[config.mk]
export PLATFORM = sky130hd
export DESIGN_NAME = spi_slave_param
export DESIGN_NICKNAME = d
export VERILOG_FILES = /design/src/rtl/spi_slave_pkg.sv /design/src/rtl/spi_tx_shifter.sv /design/src/rtl/spi_slave_param.sv
export SDC_FILE = /design/constraint.sdc
export NUM_CORES = 1
export LEC_CHECK = 0
export ABC_AREA = 1
export CAP_MARGIN = 20
export CORE_ASPECT_RATIO = 0.9
export CORE_UTILIZATION = 35
export CTS_CLUSTER_DIAMETER = 40
export DETAILED_ROUTE_END_ITERATION = 10
export GPL_ROUTABILITY_DRIVEN = 0
export GPL_TIMING_DRIVEN = 0
export SLEW_MARGIN = 20
export SYNTH_ARGS = -nofsm -noshare
export SYNTH_HDL_FRONTEND = slang
export SYNTH_SLANG_ARGS = --single-unit
export TNS_END_PERCENT = 5
[constraint.sdc]
create_clock -name clk -period 2.05 [get_ports clk]
set_clock_uncertainty 0.15 [all_clocks]
set_input_delay 0.5125 -clock clk [delete_from_list [all_inputs] [get_ports clk]]
set_output_delay 0.5125 -clock clk [all_outputs]
set_load 0.005 [all_outputs]
[src/rtl/spi_slave_pkg.sv]
// Shared definitions for the SPI slave front-end: FSM state encoding and
// the two-bit command codes carried at the head of every frame.
package spi_slave_pkg;

    typedef enum logic [2:0] {
        ST_IDLE    = 3'd0,
        ST_RX      = 3'd1,
        ST_WAIT_TX = 3'd2,
        ST_TX      = 3'd3,
        ST_DONE    = 3'd4
    } state_t;

    localparam logic [1:0] CMD_WR_ADDR = 2'b00;
    localparam logic [1:0] CMD_WR_DATA = 2'b01;
    localparam logic [1:0] CMD_RD_ADDR = 2'b10;
    localparam logic [1:0] CMD_RD_DATA = 2'b11;

endpackage : spi_slave_pkg

[src/rtl/spi_tx_shifter.sv]
// Load/shift serialiser for the MISO path. A load presents the first bit
// immediately on the registered output; each shift presents the next one.
// With neither load nor shift asserted the output parks at 0.
module spi_tx_shifter #(
    parameter int W         = 8,
    parameter bit MSB_FIRST = 1'b1
) (
    input  logic         clk,
    input  logic         rst_n,
    input  logic         i_load,
    input  logic         i_shift,
    input  logic [W-1:0] i_data,
    output logic         o_bit
);

    logic [W-1:0] r_data;
    logic         r_bit;

    // Serialise the captured word, one bit per shift, idling low otherwise.
    always_ff @(posedge clk) begin
        if (!rst_n) begin
            // NOTE: the holding register is cleared along with the output so
            // no stale word can ever be shifted out after a reset.
            r_data <= '0;
            r_bit  <= 1'b0;
        end else if (i_load) begin
            // NOTE: non-blocking assignments here; every right-hand side reads
            // the pre-edge value, so load and shift never race each other.
            r_bit  <= MSB_FIRST ? i_data[W-1] : i_data[0];
            r_data <= MSB_FIRST ? (i_data << 1) : (i_data >> 1);
        end else if (i_shift) begin
            r_bit  <= MSB_FIRST ? r_data[W-1] : r_data[0];
            r_data <= MSB_FIRST ? (r_data << 1) : (r_data >> 1);
        end else begin
            r_bit  <= 1'b0;
        end
    end

    assign o_bit = r_bit;

endmodule : spi_tx_shifter

[src/rtl/spi_slave_param.sv]
// SPI slave front-end for the single-port RAM path. Deserialises
// {cmd[1:0], payload} frames from MOSI, hands them to the RAM controller via
// rx_data/rx_valid, and serialises RAM read data onto MISO after a legal
// RD_ADDR -> RD_DATA sequence. Aborted or out-of-sequence frames raise
// frame_err for one cycle.
module spi_slave_param
    import spi_slave_pkg::*;
#(
    parameter int DATA_W    = 8,
    parameter bit MSB_FIRST = 1'b1
) (
    input  logic              clk,
    input  logic              rst_n,
    input  logic              SS_n,
    input  logic              MOSI,
    input  logic              tx_valid,
    input  logic [DATA_W-1:0] tx_data,
    output logic              MISO,
    output logic [DATA_W+1:0] rx_data,
    output logic              rx_valid,
    output logic              frame_err,
    output logic              busy
);

    localparam int FW = DATA_W + 2;
    localparam int CW = $clog2(FW);

    state_t          r_state;
    logic [CW-1:0]   r_cnt;
    logic [FW-1:0]   r_shift;
    logic            r_full;
    logic            r_rd_addr_ok;
    logic [FW-1:0]   r_rx_data;
    logic            r_rx_valid;
    logic            r_frame_err;

    logic [CW-1:0]   w_pos;
    logic [1:0]      w_cmd;
    logic            w_load;
    logic            w_shift;

    // Map the down-counter onto a frame bit position for the chosen bit order.
    always_comb begin
        w_pos = MSB_FIRST ? r_cnt : (CW'(FW - 1) - r_cnt);
    end

    assign w_cmd = r_shift[FW-1 -: 2];

    // Drive the MISO serialiser: load on accepted read data, shift while bits remain.
    always_comb begin
        w_load  = (r_state == ST_WAIT_TX) && !SS_n && tx_valid;
        w_shift = (r_state == ST_TX) && !SS_n && (r_cnt != '0);
    end

    // Frame FSM with receive shifter, bit counter and registered status outputs.
    always_ff @(posedge clk) begin
        if (!rst_n) begin
            r_state      <= ST_IDLE;
            r_cnt        <= '0;
            r_shift      <= '0;
            r_full       <= 1'b0;
            r_rd_addr_ok <= 1'b0;
            r_rx_data    <= '0;
            r_rx_valid   <= 1'b0;
            r_frame_err  <= 1'b0;
        end else begin
            // Both status outputs are single-cycle pulses; any branch below
            // that wants one overrides these defaults.
            r_rx_valid  <= 1'b0;
            r_frame_err <= 1'b0;
            case (r_state)
                ST_IDLE: begin
                    r_full  <= 1'b0;
                    r_shift <= '0;
                    if (!SS_n) begin
                        r_state <= ST_RX;
                        r_cnt   <= CW'(FW - 1);
                    end
                end
                ST_RX: begin
                    if (r_full) begin
                        // Whole frame is in the shifter: publish and dispatch.
                        r_rx_data <= r_shift;
                        unique case (w_cmd)
                            CMD_RD_ADDR: begin
                                r_rx_valid   <= 1'b1;
                                r_rd_addr_ok <= 1'b1;
                                r_state      <= ST_DONE;
                            end
                            CMD_RD_DATA: begin
                                if (r_rd_addr_ok) begin
                                    r_rx_valid   <= 1'b1;
                                    r_rd_addr_ok <= 1'b0;
                                    r_state      <= ST_WAIT_TX;
                                end else begin
                                    r_frame_err <= 1'b1;
                                    r_state     <= ST_DONE;
                                end
                            end
                            default: begin
                                r_rx_valid <= 1'b1;
                                r_state    <= ST_DONE;
                            end
                        endcase
                    end else if (SS_n) begin
                        // Select dropped mid-frame: discard the partial word.
                        r_frame_err <= 1'b1;
                        r_state     <= ST_IDLE;
                    end else begin
                        r_shift[w_pos] <= MOSI;
                        if (r_cnt == '0) begin
                            r_full <= 1'b1;
                        end else begin
                            r_cnt <= r_cnt - CW'(1);
                        end
                    end
                end
                ST_WAIT_TX: begin
                    if (SS_n) begin
                        r_frame_err <= 1'b1;
                        r_state     <= ST_IDLE;
                    end else if (tx_valid) begin
                        r_state <= ST_TX;
                        r_cnt   <= CW'(DATA_W - 1);
                    end
                end
                ST_TX: begin
                    if (SS_n) begin
                        r_frame_err <= 1'b1;
                        r_state     <= ST_IDLE;
                    end else if (r_cnt == '0) begin
                        r_state <= ST_DONE;
                    end else begin
                        r_cnt <= r_cnt - CW'(1);
                    end
                end
                ST_DONE: begin
                    if (SS_n) begin
                        r_state <= ST_IDLE;
                    end
                end
                default: begin
                    r_state <= ST_IDLE;
                end
            endcase
        end
    end

    spi_tx_shifter #(
        .W         (DATA_W),
        .MSB_FIRST (MSB_FIRST)
    ) u_tx_shifter (
        .clk     (clk),
        .rst_n   (rst_n),
        .i_load  (w_load),
        .i_shift (w_shift),
        .i_data  (tx_data),
        .o_bit   (MISO)
    );

    assign rx_data   = r_rx_data;
    assign rx_valid  = r_rx_valid;
    assign frame_err = r_frame_err;
    assign busy      = (r_state != ST_IDLE);

endmodule : spi_slave_param

==> results of run 1 <==
==> routing by layer <==
layer  vias up  part of all wire  wire (um)  GRT usage
met4         0             0.019         79     0.0768
met1       752              0.53       2180      0.241
met2        43              0.41       1690      0.221
li1        918                 -          -          -
met5         -                 0          0          0
met3         9             0.046        189     0.0318
==> power by group <==
part	internal [W]	leakage [nW]	switching (W)
Sequential	0.000772	0.318	0.0000156
Combinational	0.0000936	0.565	0.000146
Clock	0.000238	0.0412	0.000275
==> synthesized netlist by cell type (6+ instances only) <==
cell                       number
sky130_fd_sc_hd__nor2_1        40
sky130_fd_sc_hd__inv_2          6
sky130_fd_sc_hd__dfxtp_1       39
sky130_fd_sc_hd__nand3_1       23
sky130_fd_sc_hd__a21boi_0       6
sky130_fd_sc_hd__o21ai_0       22
sky130_fd_sc_hd__a21oi_1       10
sky130_fd_sc_hd__nand2_1       47
sky130_fd_sc_hd__a31oi_1        7
sky130_fd_sc_hd__inv_1         14
==> layout make-up <==
cell class,count,area share
Buffer,6,0.0158
Clock buffer,6,0.0306
Clock inverter,2,0.00528
Inverter,21,0.0332
Multi-Input combinational cell,188,0.423
Sequential cell,39,0.334
Tap cell,65,0.0343
Timing Repair Buffer,31,0.124
==> per-stage QoR <==
stage | TNS, ns | worst slack, ns | cells | cell area, sq um | total power (W)
4_1_cts | 0 | 0.146 | 358 | 2370 | 0.00155
2_1_floorplan | 0 | 0.513 | 254 | 1880 | 0.000960
3_3_place_gp | -2.19 | -0.179 | 344 | 2210 | 0.00103
6_report | 0 | 0.134 | 358 | 2370 | 0.00154
3_5_place_dp | -2.08 | -0.153 | 344 | 2210 | 0.00103
5_1_grt | 0 | 0.0198 | 358 | 2370 | 0.00162
==> kinds of logic after synthesis <==
logic type | share of synthesized area
fa+ha+maj | 0.0266
simple gates | 0.340
flops | 0.415
xor+xnor | 0.00465
compound gates | 0.155
buf+inv | 0.0585
==> timing repair <==
item,4_1_cts,5_1_grt
hold buffers,0,0
resized for setup,12,0
setup buffers,6,0
setup endpoints to repair,1,0
==> sequential cells by signal, summed over array words and instances, names as in the netlist <==
signal / cells
rx_valid: 1
r_state: 3
r_shift: 10
u_tx_shifter.o_bit: 1
rx_data: 10
r_cnt: 4
r_rd_addr_ok: 1
frame_err: 1
u_tx_shifter.r_data: 7
r_full: 1
==> path summary, 6_finish.rpt <==
path                            startpoint                endpoint  depth (start not counted)
worst max-delay path                  SS_n  u_tx_shifter.r_data[2]                          8
worst min-delay path            rx_data[9]              rx_data[9]                          2
worst max register to register    r_cnt[0]      u_tx_shifter.o_bit                          7
worst min register to register  rx_data[9]              rx_data[9]                          2
==> tightest hold or removal path, delay by kind of cell (launching register included) <==
family | cells | cell delay [ns]
compound gates | 1 | 0.05
flops | 1 | 0.31
simple gates | 1 | 0.06
==> load_flow_metrics.sql, run 1 <==
INSERT INTO impl_metrics (metric_group, metric, value, unit) VALUES
('global_routing', 'grt_pass1_wl', '7.14', 'mm'),
('final_layout', 'ff_latch_area', '792', 'sq um'),
('timing', 'worst_margin_slew', '0.515', 'ns'),
('final_layout', 'nFillCells', '493', ''),
('timing', 'slew_violations', '0', ''),
('synth', 'synth_ff_type', 'sky130_fd_sc_hd__dfxtp_1', ''),
('placed_design', 'place_hpwl', '3.07', 'mm'),
('final_layout', 'multiInputGateArea', '1000', 'sq um'),
('clock_network', 'ctsHtreeMaxLevel', '2', ''),
('global_routing', 'number_of_global_route_vias_before_repair', '1515', ''),
('timing', 'finalCritPeriodShare', '0.935', ''),
('floorplanning', 'die_footprint', '5680', 'sq um'),
('timing', 'setup_repair_after_global_routing_missed_its_margin', 'false', ''),
('final_layout', 'nets', '309', ''),
('detailed_routing', 'num_vias', '1722', ''),
('pwr', 'leakagePower', '0.924', 'nW'),
('clock_network', 'numCtsBuffers', '5', ''),
('detailed_routing', 'vias_per_cell', '4.81', ''),
('setup_path', 'path_max_fanout', '10', ''),
('synth', 'synth.avg_cell_area', '7.41', 'sq um'),
('synth', 'synth.net_count', '271', ''),
('detailed_routing', 'antenna_violating_nets_post_route', '0', ''),
('setup_path', 'worst_path_dominant_cell_family', 'buffers and inverters', ''),
('floorplanning', 'die_h', '71.6', 'um'),
('synth', 'count_of_flip_flops_with_a_built_in_enable_after_synthesis', '0', ''),
('clock_network', 'worstSkewPairLatency', '0.29', 'ns'),
('final_layout', 'antenna_cells', '0', ''),
('synth', 'yosysSeqAreaShare', '0.415', ''),
('detailed_routing', 'wl', '4.13', 'mm'),
('setup_path', 'worstPathCellList', 'clkdlybuf4s50_1, inv_1, nand2_1, nor2_2, nand2_4, inv_2, nand2_1, a31oi_1', ''),
('synth', 'synth_seq_cells', '39', ''),
('synth', 'mappedNetlistArea', '1880', 'sq um'),
('floorplanning', 'starting_density_of_the_core', '0.375', ''),
('setup_path', 'rrSetupSlack', '0.25', 'ns'),
('final_layout', 'leading_cell_types_in_the_layout_fill_and_taps_excluded', 'sky130_fd_sc_hd__nand2_1, sky130_fd_sc_hd__nor2_1, sky130_fd_sc_hd__dfxtp_1', ''),
('detailed_routing', 'detail_route.iter0.violations', '109', ''),
('synth', 'post_synth_num_cell_types', '30', ''),
('clock_network', 'cts_tree', 'yes', ''),
('clock_network', 'clockBufferDepth', '2', ''),
('pwr', 'power.ir.vdd_worst', '347', 'uV'),
('setup_path', 'timing.critical_path.buf_inv', '3', ''),
('final_layout', 'post_route_cells_drive_above_1_share', '0.147', ''),
('final_layout', 'flow.area_growth_from_synthesis', '25.9', '%'),
('setup_path', 'worst_path_most_repeated_cell', 'sky130_fd_sc_hd__nand2_1', ''),
('timing', 'relSlewSlack', '0.656', ''),
('global_routing', 'largest_net_degree_at_the_start_of_global_routing', '13', ''),
('floorplanning', 'core', '5010', 'sq um'),
('synth', 'ys_warn_count', '0', ''),
('placed_design', 'io_buffer_count', '25', ''),
('setup_path', 'critPathArrivalTime', '1.99', 'ns'),
('timing', 'min_period', '1.92', 'ns'),
('global_routing', 'grt-ovfl-total', '0', ''),
('setup_path', 'worst_setup_path_start_kind', 'input pin', ''),
('setup_path', 'cpPeakStageDelay', '0.51', 'ns'),
('synth', 'synthArstFlopShare', '0', ''),
('detailed_routing', 'drc', '0', ''),
('setup_path', 'end_kind', 'flip-flop', ''),
('synth', 'yosys.area.top_type_share', '0.415', ''),
('synth', 'yosysTopAreaCell', 'sky130_fd_sc_hd__dfxtp_1', ''),
('setup_path', 'critPathSlowestCell', 'sky130_fd_sc_hd__clkdlybuf4s50_1', ''),
('status', 'outcome', 'finished clean', ''),
('timing', 'final_hold_viol_count', '0', ''),
('floorplanning', 'die_w', '79.3', 'um'),
('hold_path', 'hold_class', 'reg2reg', ''),
('setup_path', 'critPathRequiredTime', '2.12', 'ns'),
('synth', 'ranking_of_synthesized_cells_by_area', 'sky130_fd_sc_hd__dfxtp_1, sky130_fd_sc_hd__nand2_1, sky130_fd_sc_hd__nor2_1', ''),
('final_layout', 'final_core_util', '0.473', ''),
('global_routing', 'number_of_antenna_violations_at_the_first_check_in_global_routing', '0', ''),
('final_layout', 'layout.cells.most_common', 'sky130_fd_sc_hd__nand2_1', ''),
('synth', 'post_syn_instances', '254', ''),
('clock_network', 'cts.root.buffer_cell', 'sky130_fd_sc_hd__clkbuf_8', '');
No activity file was read; power rests on OpenSTA's default activity.
==> inputs of run 2 (changes only) <==
GPL_TIMING_DRIVEN = default   (was 0)
MAX_ROUTING_LAYER = met4   (was default)
==> load_flow_metrics.sql, run 2 (synthesis gave the netlist of run 1 again) <==
INSERT INTO impl_metrics (metric_group, metric, value, unit) VALUES
('final_layout', 'multiInputGateArea', '995', 'sq um'),
('setup_path', 'critPathSlowestCell', 'sky130_fd_sc_hd__clkdlybuf4s50_1', ''),
('timing', 'slew_violations', '0', ''),
('setup_path', 'cpPeakStageDelay', '0.51', 'ns'),
('detailed_routing', 'antenna_violating_nets_post_route', '0', ''),
('setup_path', 'critical_path.reg2reg.endpoint', 'u_tx_shifter.o_bit', ''),
('timing', 'min_period', '1.98', 'ns'),
('job', 'maxCapViolCount', '0', ''),
('global_routing', 'number_of_antenna_violations_at_the_first_check_in_global_routing', '0', ''),
('timing', 'finalCritPeriodShare', '0.966', ''),
('clock_network', 'tritoncts_num_sinks', '39', ''),
('floorplanning', 'die_h', '71.6', 'um'),
('setup_path', 'worst_setup_path_start_kind', 'flip-flop', ''),
('floorplanning', 'rows', '24', ''),
('detailed_routing', 'detail_route.iter0.violations', '79', ''),
('placed_design', 'place_hpwl', '3.03', 'mm'),
('floorplanning', 'top_level_ports', '27', ''),
('clock_network', 'worstSkewPairLatency', '0.30', 'ns'),
('global_routing', 'grt_pass1_wl', '7.20', 'mm'),
('timing', 'relSlewSlack', '0.782', ''),
('final_layout', 'final_core_util', '0.467', ''),
('setup_path', 'end_kind', 'primary output', ''),
('setup_path', 'critPathRequiredTime', '1.39', 'ns'),
('clock_network', 'cts_tree', 'yes', ''),
('timing', 'setup_repair_after_global_routing_missed_its_margin', 'false', ''),
('hold_path', 'hold_class', 'reg2reg', ''),
('global_routing', 'grt-ovfl-total', '0', ''),
('pwr', 'leakagePower', '0.914', 'nW'),
('pwr', 'sw_frac_of_total', '0.285', ''),
('setup_path', 'worstSetupEndpoint', 'busy', ''),
('setup_path', 'path_max_fanout', '2', ''),
('pwr', 'p_int', '0.00110', 'W'),
('detailed_routing', 'avgRoutedWirePerCell', '11.5', 'um'),
('setup_path', 'cp.depth', '3', ''),
('setup_path', 'rrSetupSlack', '0.26', 'ns'),
('final_layout', 'leading_cell_types_in_the_layout_fill_and_taps_excluded', 'sky130_fd_sc_hd__nand2_1, sky130_fd_sc_hd__nor2_1, sky130_fd_sc_hd__dfxtp_1', ''),
('clock_network', 'ctsHtreeMaxLevel', '2', ''),
('pwr', 'power.ir.vdd_worst', '313', 'uV'),
('detailed_routing', 'wl', '4.08', 'mm'),
('setup_path', 'reg2reg_from', 'r_cnt[0]', ''),
('clock_network', 'cts.reportedPaths.clkPinSlew', '0.08', 'ns'),
('timing', 'fmax', '0.505', 'GHz'),
('clock_network', 'postCtsSetupRepairBufs', '0', ''),
('global_routing', 'largest_net_degree_at_the_start_of_global_routing', '22', ''),
('timing', 'worst_margin_slew', '0.326', 'ns'),
('status', 'outcome', 'finished clean', ''),
('detailed_routing', 'vias_per_cell', '4.76', ''),
('floorplanning', 'die_footprint', '5680', 'sq um'),
('final_layout', 'flow.area_growth_from_synthesis', '24.4', '%'),
('setup_path', 'timing.critical_path.buf_inv', '1', ''),
('final_layout', 'layout.cells.most_common', 'sky130_fd_sc_hd__nand2_1', ''),
('detailed_routing', 'num_vias', '1691', ''),
('clock_network', 'clockBufferDepth', '2', ''),
('final_layout', 'post_route_cells_drive_above_1_share', '0.138', ''),
('clock_network', 'cts.root.buffer_cell', 'sky130_fd_sc_hd__clkbuf_8', ''),
('clock_network', 'numCtsBuffers', '5', ''),
('floorplanning', 'starting_density_of_the_core', '0.375', ''),
('timing', 'setup-violations-final', '0', ''),
('final_layout', 'nets', '306', ''),
('final_layout', 'nFillCells', '506', ''),
('pwr', 'netSwitchingPower', '0.000441', 'W'),
('detailed_routing', 'drc', '0', ''),
('placed_design', 'io_buffer_count', '26', ''),
('setup_path', 'startpoint', 'r_state[1]', ''),
('setup_path', 'critPathArrivalTime', '1.32', 'ns'),
('pwr', 'power.combinational.fraction', '0.154', ''),
('setup_path', 'worst_path_dominant_cell_family', 'buffers and inverters', ''),
('pwr', 'pwr_density_cell', '660', 'nW/um^2'),
('timing', 'final_hold_viol_count', '0', ''),
('pwr', 'clockPowerShare', '0.335', ''),
('global_routing', 'groute.usage.overall', '0.166', ''),
('floorplanning', 'die_w', '79.3', 'um'),
('setup_path', 'worstPathCellList', 'nor2_2, nand2_1, clkdlybuf4s50_1', ''),
('hold_path', 'origin_of_the_worst_min_delay_path', 'r_shift[4]', ''),
('detailed_routing', 'detailedRoute.firstPassIterationCount', '5', ''),
('pwr', 'pwr-share-seq', '0.511', ''),
('final_layout', 'fin_cells', '355', ''),
('placed_design', 'dp.cells', '347', ''),
('final_layout', 'antenna_cells', '0', ''),
('setup_path', 'critical_path_type', 'reg2out', ''),
('floorplanning', 'core', '5010', 'sq um'),
('final_layout', 'ff_latch_area', '782', 'sq um'),
('setup_path', 'r2r.worst_path.cells', '7', ''),
('global_routing', 'number_of_global_route_vias_before_repair', '1572', '');
-- run 2: worst min-delay path: cells and delay by family, from the launching register on --
| kind | cells | cell delay, ns |
|---|---|---|
| buffers and inverters | 1 | 0.07 |
| DFF | 1 | 0.30 |
| AOI/OAI and AO/OA | 1 | 0.06 |
-- run 2: power groups by stage --
| stage | registers [W] | logic [W] | clock network (W) |
|---|---|---|---|
| 6_report | 0.000790 | 0.000237 | 0.000518 |
| 5_1_grt | 0.000793 | 0.000266 | 0.000572 |
| 4_1_cts | 0.000790 | 0.000238 | 0.000528 |
| 3_5_place_dp | 0.000808 | 0.000236 | 0 |
| 3_3_place_gp | 0.000807 | 0.000235 | 0 |
| 2_1_floorplan | 0.000807 | 0.000153 | 0 |
-- run 2: per-stage QoR --
step | cell area, sq um | worst slack, ns | setup TNS (ns) | power (W) | hold slack, ns
2_1_floorplan | 1880 | 0.513 | 0 | 0.000960 | 0.275
3_3_place_gp | 2250 | -0.0315 | -0.138 | 0.00104 | 0.291
3_5_place_dp | 2250 | -0.0702 | -0.316 | 0.00104 | 0.300
4_1_cts | 2340 | 0.0266 | 0 | 0.00156 | 0.312
5_1_grt | 2340 | 0.000936 | 0 | 0.00163 | 0.338
6_report | 2340 | 0.0705 | 0 | 0.00155 | 0.316
-- run 2: layout make-up --
cell class              instances  share of cell area
clock inverters                 2             0.00534
inverters                      21              0.0337
repair buffers                 34               0.137
well taps                      65              0.0347
clock buffers                   6              0.0310
multi-input cells             188               0.425
flip-flops and latches         39               0.334
-- run 2: worst min path at each step --
stage                            end  slack, ns  cells after the start
after floorplan           rx_data[4]       0.27                      2
after global placement    rx_data[4]       0.29                      2
after detailed placement  rx_data[4]       0.30                      2
after CTS                 rx_data[4]       0.31                      2
after global routing      r_shift[0]       0.34                      2
final                     rx_data[4]       0.32                      2
-- run 2: repair_timing --
item | 4_1_cts | 5_1_grt
hold buffers | 0 | 0
resized for setup | 0 | 2
endpoints found under the hold margin | 0 | 0
endpoints found under the setup margin | 0 | 1
-- run 2: routing by layer --
layer	track usage	vias to the layer above	wire, um
met1	0.227	754	2230
met4	0.0606	0	70
met3	0.0344	6	106
li1	-	909	-
met5	-	-	0
met2	0.240	22	1670
